### src/rtl/uart_pkg.sv
// rtl/uart_pkg.sv - shared UART receiver types, defaults and parity helper
package uart_pkg;

    localparam int OVERSAMPLE_DEF = 16;
    localparam int DATA_BITS_DEF  = 8;
    localparam int PARITY_W       = 16;

    typedef enum logic [2:0] {
        IDLE,
        START,
        DATA,
        PARITY,
        STOP,
        WAIT_IDLE
    } rx_state_e;

    // Callers zero-extend narrower words; zeros do not change the XOR.
    function automatic logic calc_parity(input logic [PARITY_W-1:0] data, input logic odd);
        return (^data) ^ odd;
    endfunction

endpackage

### src/rtl/uart_rx_oversample_if.sv
// rtl/uart_rx_oversample_if.sv - received-byte holding register handshake
interface uart_rx_oversample_if #(
    parameter int DATA_BITS = 8
);
    logic [DATA_BITS-1:0] rx_data;
    logic                 rx_valid;
    logic                 rx_ready;
    logic                 parity_error;
    logic                 frame_error;

    modport master (
        output rx_data, rx_valid, parity_error, frame_error,
        input  rx_ready
    );

    modport slave (
        input  rx_data, rx_valid, parity_error, frame_error,
        output rx_ready
    );
endinterface

### src/rtl/uart_sync2.sv
// rtl/uart_sync2.sv - two-flop synchronizer with selectable reset value
module uart_sync2 #(
    parameter logic RESET_VAL = 1'b1
) (
    input  logic clk,
    input  logic rst,
    input  logic d,
    output logic q
);
    logic meta;

    always_ff @(posedge clk) begin
        if (rst) begin
            meta <= RESET_VAL;
            q    <= RESET_VAL;
        end else begin
            meta <= d;
            q    <= meta;
        end
    end
endmodule

### src/rtl/uart_rx_oversample.sv
// rtl/uart_rx_oversample.sv - 16x oversampling UART receiver with one-entry holding register
module uart_rx_oversample
    import uart_pkg::*;
#(
    parameter int OVERSAMPLE = OVERSAMPLE_DEF,
    parameter int DATA_BITS  = DATA_BITS_DEF,
    parameter int PARITY_EN  = 1,
    parameter int PARITY_ODD = 0,
    parameter int STOP_BITS  = 1
) (
    input  logic                  clk,
    input  logic                  rst,
    input  logic                  sample_tick,
    input  logic                  rx_enable,
    input  logic                  rx_serial,
    uart_rx_oversample_if.master  rx,
    output logic                  overrun_error,
    output logic                  break_detect,
    output logic                  rx_active
);
    localparam int CNT_W = $clog2(OVERSAMPLE);
    localparam int IDX_W = $clog2(DATA_BITS + 1);
    localparam logic [CNT_W-1:0] MID_LO    = CNT_W'(OVERSAMPLE / 2 - 1);
    localparam logic [CNT_W-1:0] MID       = CNT_W'(OVERSAMPLE / 2);
    localparam logic [CNT_W-1:0] MID_HI    = CNT_W'(OVERSAMPLE / 2 + 1);
    localparam logic [CNT_W-1:0] CNT_LAST  = CNT_W'(OVERSAMPLE - 1);
    localparam logic [IDX_W-1:0] DATA_LAST = IDX_W'(DATA_BITS - 1);
    localparam logic [IDX_W-1:0] STOP_LAST = IDX_W'(STOP_BITS - 1);

    rx_state_e            state, next_state;
    logic                 rxs;
    logic [CNT_W-1:0]     tick_cnt;
    logic [IDX_W-1:0]     bit_idx;
    logic [DATA_BITS-1:0] shift;
    logic                 samp_a, samp_b, vote;
    logic                 par_bit, par_flag, frame_flag;
    logic                 vote_pt, bit_end, frame_now, is_break, commit, accept;

    uart_sync2 #(.RESET_VAL(1'b1)) u_sync (
        .clk (clk),
        .rst (rst),
        .d   (rx_serial),
        .q   (rxs)
    );

    assign vote   = (samp_a & samp_b) | (samp_a & rxs) | (samp_b & rxs);
    assign accept = rx.rx_valid && rx.rx_ready;

    always_ff @(posedge clk) begin
        if (rst) state <= IDLE;
        else     state <= next_state;
    end

    always_comb begin
        next_state = state;
        if (!rx_enable) begin
            next_state = IDLE;
        end else if (sample_tick) begin
            case (state)
                IDLE:      if (!rxs) next_state = START;
                START:     if (vote_pt && vote) next_state = IDLE;
                           else if (bit_end)   next_state = DATA;
                DATA:      if (bit_end && bit_idx == DATA_LAST)
                               next_state = (PARITY_EN != 0) ? PARITY : STOP;
                PARITY:    if (bit_end) next_state = STOP;
                // Leave mid-bit so the next start edge is seen on time.
                STOP:      if (vote_pt && bit_idx == STOP_LAST)
                               next_state = is_break ? WAIT_IDLE : IDLE;
                WAIT_IDLE: if (rxs) next_state = IDLE;
                default:   next_state = IDLE;
            endcase
        end
    end

    always_comb begin
        vote_pt   = sample_tick && (tick_cnt == MID_HI);
        bit_end   = sample_tick && (tick_cnt == CNT_LAST);
        frame_now = frame_flag | ~vote;
        is_break  = (shift == '0) && !par_bit && frame_now;
        commit    = rx_enable && (state == STOP) && vote_pt && (bit_idx == STOP_LAST);
        rx_active = (state != IDLE);
    end

    always_ff @(posedge clk) begin
        if (rst) begin
            tick_cnt   <= '0;
            bit_idx    <= '0;
            shift      <= '1;
            samp_a     <= 1'b1;
            samp_b     <= 1'b1;
            par_bit    <= 1'b0;
            par_flag   <= 1'b0;
            frame_flag <= 1'b0;
        end else if (state == IDLE) begin
            tick_cnt   <= '0;
            bit_idx    <= '0;
            par_bit    <= 1'b0;
            par_flag   <= 1'b0;
            frame_flag <= 1'b0;
        end else if (sample_tick) begin
            tick_cnt <= (tick_cnt == CNT_LAST) ? '0 : tick_cnt + CNT_W'(1);
            if (tick_cnt == MID_LO) samp_a <= rxs;
            if (tick_cnt == MID)    samp_b <= rxs;
            if (next_state != state)
                bit_idx <= '0;
            else if (bit_end && (state == DATA || state == STOP))
                bit_idx <= bit_idx + IDX_W'(1);
            if (vote_pt) begin
                case (state)
                    DATA:    shift <= {vote, shift[DATA_BITS-1:1]};
                    PARITY: begin
                        par_bit  <= vote;
                        par_flag <= vote ^ calc_parity(PARITY_W'(shift), 1'(PARITY_ODD));
                    end
                    STOP:    if (!vote) frame_flag <= 1'b1;
                    default: ;
                endcase
            end
        end
    end

    always_ff @(posedge clk) begin
        if (rst) begin
            rx.rx_data      <= '0;
            rx.rx_valid     <= 1'b0;
            rx.parity_error <= 1'b0;
            rx.frame_error  <= 1'b0;
            overrun_error   <= 1'b0;
            break_detect    <= 1'b0;
        end else begin
            break_detect <= commit && is_break;
            if (commit) begin
                rx.rx_data      <= shift;
                rx.rx_valid     <= 1'b1;
                rx.parity_error <= par_flag;
                rx.frame_error  <= frame_now;
            end else if (accept) begin
                rx.rx_valid     <= 1'b0;
                rx.parity_error <= 1'b0;
                rx.frame_error  <= 1'b0;
            end
            if (commit && rx.rx_valid && !rx.rx_ready)
                overrun_error <= 1'b1;
            else if (accept)
                overrun_error <= 1'b0;
        end
    end
endmodule

### src/flat_wrapper.sv
// flat-port wrapper written by rule: the top's interface ports become plain ports
module uart_rx_oversample_flat import uart_pkg::*;
#(
    parameter int OVERSAMPLE = OVERSAMPLE_DEF,
    parameter int DATA_BITS  = DATA_BITS_DEF,
    parameter int PARITY_EN  = 1,
    parameter int PARITY_ODD = 0,
    parameter int STOP_BITS  = 1
)
  (clk, rst, sample_tick, rx_enable, rx_serial, overrun_error, break_detect, rx_active, rx_rx_data, rx_rx_valid, rx_parity_error, rx_frame_error, rx_rx_ready);
  uart_rx_oversample_if #(.DATA_BITS(DATA_BITS)) rx_i ();
  input  logic clk;
  input  logic rst;
  input  logic sample_tick;
  input  logic rx_enable;
  input  logic rx_serial;
  output logic overrun_error;
  output logic break_detect;
  output logic rx_active;
  output wire logic [$bits(rx_i.rx_data)-1:0] rx_rx_data;
  output wire logic [$bits(rx_i.rx_valid)-1:0] rx_rx_valid;
  output wire logic [$bits(rx_i.parity_error)-1:0] rx_parity_error;
  output wire logic [$bits(rx_i.frame_error)-1:0] rx_frame_error;
  input wire logic [$bits(rx_i.rx_ready)-1:0] rx_rx_ready;
  assign rx_rx_data = rx_i.rx_data;
  assign rx_rx_valid = rx_i.rx_valid;
  assign rx_parity_error = rx_i.parity_error;
  assign rx_frame_error = rx_i.frame_error;
  assign rx_i.rx_ready = rx_rx_ready;
  uart_rx_oversample #(.OVERSAMPLE(OVERSAMPLE), .DATA_BITS(DATA_BITS), .PARITY_EN(PARITY_EN), .PARITY_ODD(PARITY_ODD), .STOP_BITS(STOP_BITS)) u_core (.clk(clk), .rst(rst), .sample_tick(sample_tick), .rx_enable(rx_enable), .rx_serial(rx_serial), .rx(rx_i), .overrun_error(overrun_error), .break_detect(break_detect), .rx_active(rx_active));
endmodule
### config.mk
export PLATFORM = sky130hd
export DESIGN_NAME = uart_rx_oversample_flat
export DESIGN_NICKNAME = d
export VERILOG_FILES = /design/src/rtl/uart_pkg.sv /design/src/rtl/uart_rx_oversample_if.sv /design/src/rtl/uart_sync2.sv /design/src/rtl/uart_rx_oversample.sv /design/src/flat_wrapper.sv
export SDC_FILE = /design/constraint.sdc
export NUM_CORES = 1
export LEC_CHECK = 0
export CAP_MARGIN = 10
export CORE_ASPECT_RATIO = 0.6
export CORE_MARGIN = 2
export CORE_UTILIZATION = 50
export DETAILED_ROUTE_END_ITERATION = 16
export PLACE_DENSITY_LB_ADDON = 0.05
export SYNTH_ARGS = -nofsm -noshare
export SYNTH_HDL_FRONTEND = slang
export SYNTH_SLANG_ARGS = --single-unit
### constraint.sdc
create_clock -name clk -period 2.5 [get_ports clk]
set_input_delay 0.625 -clock clk [delete_from_list [all_inputs] [get_ports clk]]
set_output_delay 0.625 -clock clk [all_outputs]
set_load 0.02 [all_outputs]
==> flow_summary.toml <==
[synth]
yosysSeqAreaShare_pct = 40.2
avgSynthCellArea_um2 = 8.23
synth_top_area_share_pct = 40.2
syn-num-nets = 251
synth_cells = 236
yosysWarnings = 0
mappedNetlistArea_mm2 = 0.00194
synth-async-reset-ratio_pct = 0
ys_seq_elements = 39
ys.flop_type = "dfxtp_1"
synth_top_area_cell = "dfxtp_1"
synth_cell_type_count = 42
synthTopCellsByArea = "dfxtp_1 (40%), nor2_1 (6.8%), ha_1 (5.8%)"
synth-edff-count = 0

[setup_path]
crit_buf_inv = 2
r2r-end = "u_core.bit_idx[1]"
r2r-start = "u_core.bit_idx[0]"
r2r.worst_path.cells = 10
crit_required_ns = 1.88
crit_path_start_kind = "flip-flop"
critical_path_class = "reg -> out"
r2r_setup_slack_ns = 0.18
crit_arrival_ns = 1.78
end_kind = "output port"
cp_max_fo = 14
path_cells = "nor3_1 > inv_1 > clkdlybuf4s50_1"
path_delay_family = "buffers and inverters"
max_stage_delay_ns = 0.65
crit_slowest_cell = "dfxtp_1"

[floorplan]
core_area_mm2 = 0.00370
die_y_um = 52.3
start_util_pct = 52.5
die_x_um = 84.5
rows = 17
dieArea_mm2 = 0.00442
ios = 20

[outcome]
status = "finished clean"

[cells_and_area]
final_util_pct = 66.1
final_cell_area_mm2 = 0.00245
area_growth_pct = 25.9
layout_common_cells = "dfxtp_1 (39), nor2_1 (35), buf_4 (20), a21oi_1 (19)"
nFillCells = 308
drive_above_1_share_pct = 14.8
num_antenna_cells = 0
final_nets = 285
final_common_cell = "dfxtp_1"

[sta]
period_minus_slack_ns = 2.41
whs_ns = 0.416
max-slew-margin-rel_pct = 64.9
drv_slew = 0
hold_violations = 0
skew_ns = 0.00831
min_period_over_period_pct = 96.4
timing.fmax_mhz = 415
setup_violations = 0
rsz0062_at_grt = "no"
worst_pin_slew_ns = 0.519

[grt]
grt_pass1_vias = 1443
grt.total_usage_pct = 20.9
grt_first_pass_wirelength_mm = 7.07
antenna_found_initial = 0
grt_overflow = 0
grt_max_degree = 24

[clock_tree]
clk_pin_slew_ns = 0.08
cts_tree = "yes"
hold_buffers = 0
h-tree-depth = 2
clock_sinks = 39
cts_buffer_depth = 2
cts_root_buf = "clkbuf_8"
cts_buffers = 5
clock_latency_ns = 0.29

[min_path]
hold_depth = 1
min_path_type = "reg -> reg"
whs_endpoint = "u_core.u_sync.q"
min_from = "u_core.u_sync.meta"

[drt]
first_iter_violations = 131
drt_first_pass_iters = 4
via_per_inst = 5.35
drc = 0
routed_wl_mm = 4.28
ant_nets = 0
via_count = 1702
wl_per_cell_um = 13.5

[pwr]
vdd_drop_max_mv = 0.405
power.density_mw_per_mm2 = 506
finalPower_uw = 1240
power.leakage_uw = 0.00103

[placed_design]
io_buffers = 19
dpl_cell_area_mm2 = 0.00231
gp_congestion = 0.861
hpwlAfterDp_mm = 3.12

[flow_run]
cap_violations = 0
worst reg2reg max path: cells and delay by family, from the launching register on:
family	cells	cell delay (ns)
AOI/OAI and AO/OA	4	0.68
DFF	1	0.34
adders and majority gates	1	0.15
buffers and inverters	2	0.25
and+or+nand+nor	3	0.85
kinds of logic (layout without fill, tap and decap cells):
logic type | count (synthesis) | in the layout | synth area share, %
AND/OR/NAND/NOR | 93 | 93 | 24.6
AO/OA/AOI/OAI | 52 | 52 | 17.8
flip-flops | 39 | 39 | 40.2
buffers and inverters | 32 | 67 | 6.31
adder cells (fa/ha/maj) | 10 | 10 | 6.37
XOR/XNOR | 7 | 7 | 3.16
multiplexers | 3 | 3 | 1.55
per-stage QoR:
stage | setup TNS (ns) | cells | worst slack (ns)
6_report | 0 | 318 | 0.0902
5_1_grt | 0 | 318 | 0.00190
4_1_cts | 0 | 317 | 0.0121
3_5_place_dp | -1.06 | 309 | -0.300
3_3_place_gp | -0.869 | 309 | -0.246
2_1_floorplan | 0 | 236 | 0.232
sequential cells by signal, indices dropped and copies added (netlist names):
signal,cells
u_core.rx.parity_error,1
u_core.break_detect,1
u_core.samp_a,1
u_core.rx.rx_data,8
u_core.samp_b,1
u_core.par_flag,1
u_core.u_sync.q,1
u_core.state,3
u_core.rx.rx_valid,1
u_core.tick_cnt,4
u_core.bit_idx,4
u_core.shift,8
u_core.overrun_error,1
u_core.u_sync.meta,1
u_core.frame_flag,1
u_core.rx.frame_error,1
u_core.par_bit,1
cell usage after synthesis, types with 5 or more instances:
| library cell | n |
|---|---|
| dfxtp_1 | 39 |
| nor2_1 | 35 |
| a21oi_1 | 19 |
| inv_1 | 18 |
| nand2_1 | 14 |
| clkbuf_1 | 12 |
| ha_1 | 9 |
| a211o_1 | 8 |
| nand3_1 | 8 |
| o21ai_0 | 7 |
| nor3_1 | 6 |
| nand4_1 | 5 |
power breakdown:
part	leakage, µW	switching [µW]	total (µW)	internal (µW)
sequential	0.000315	6.18	630	624
combinational	0.000658	33.3	62.0	28.7
clock	0.0000612	224	547	323
worst max path at each step:
stage | depth (start not counted) | start | slack [ns] | to
detailed placement | 9 | sample_tick | -0.30 | u_core.bit_idx[1]
global placement | 9 | sample_tick | -0.25 | u_core.bit_idx[1]
CTS | 9 | sample_tick | 0.01 | u_core.bit_idx[1]
floorplan | 7 | sample_tick | 0.23 | u_core.bit_idx[3]
finish | 3 | u_core.state[0] | 0.09 | rx_active
global route | 10 | u_core.bit_idx[0] | 0.002 | u_core.bit_idx[3]
what timing repair did:
item                       4_1_cts  5_1_grt
resized for setup                0        4
buffers inserted                 0        1
setup endpoints to repair        0        4
cell type report:
type,count,area (µm²),share of cell area (%)
clock buffers,6,82.6,3.37
clock inverters,2,35.0,1.43
inverters,18,67.6,2.76
multi-input cells,165,1050,42.8
flip-flops and latches,39,781,31.9
well taps,47,58.8,2.40
repair buffers,41,374,15.3
routing by layer:
layer	global-route usage (%)	share of wire (%)
met1	32.1	57
met5	0	0
met2	28.0	37
met3	6.30	5.7
met4	4.76	0.21
No activity file was read; power rests on OpenSTA's default activity.
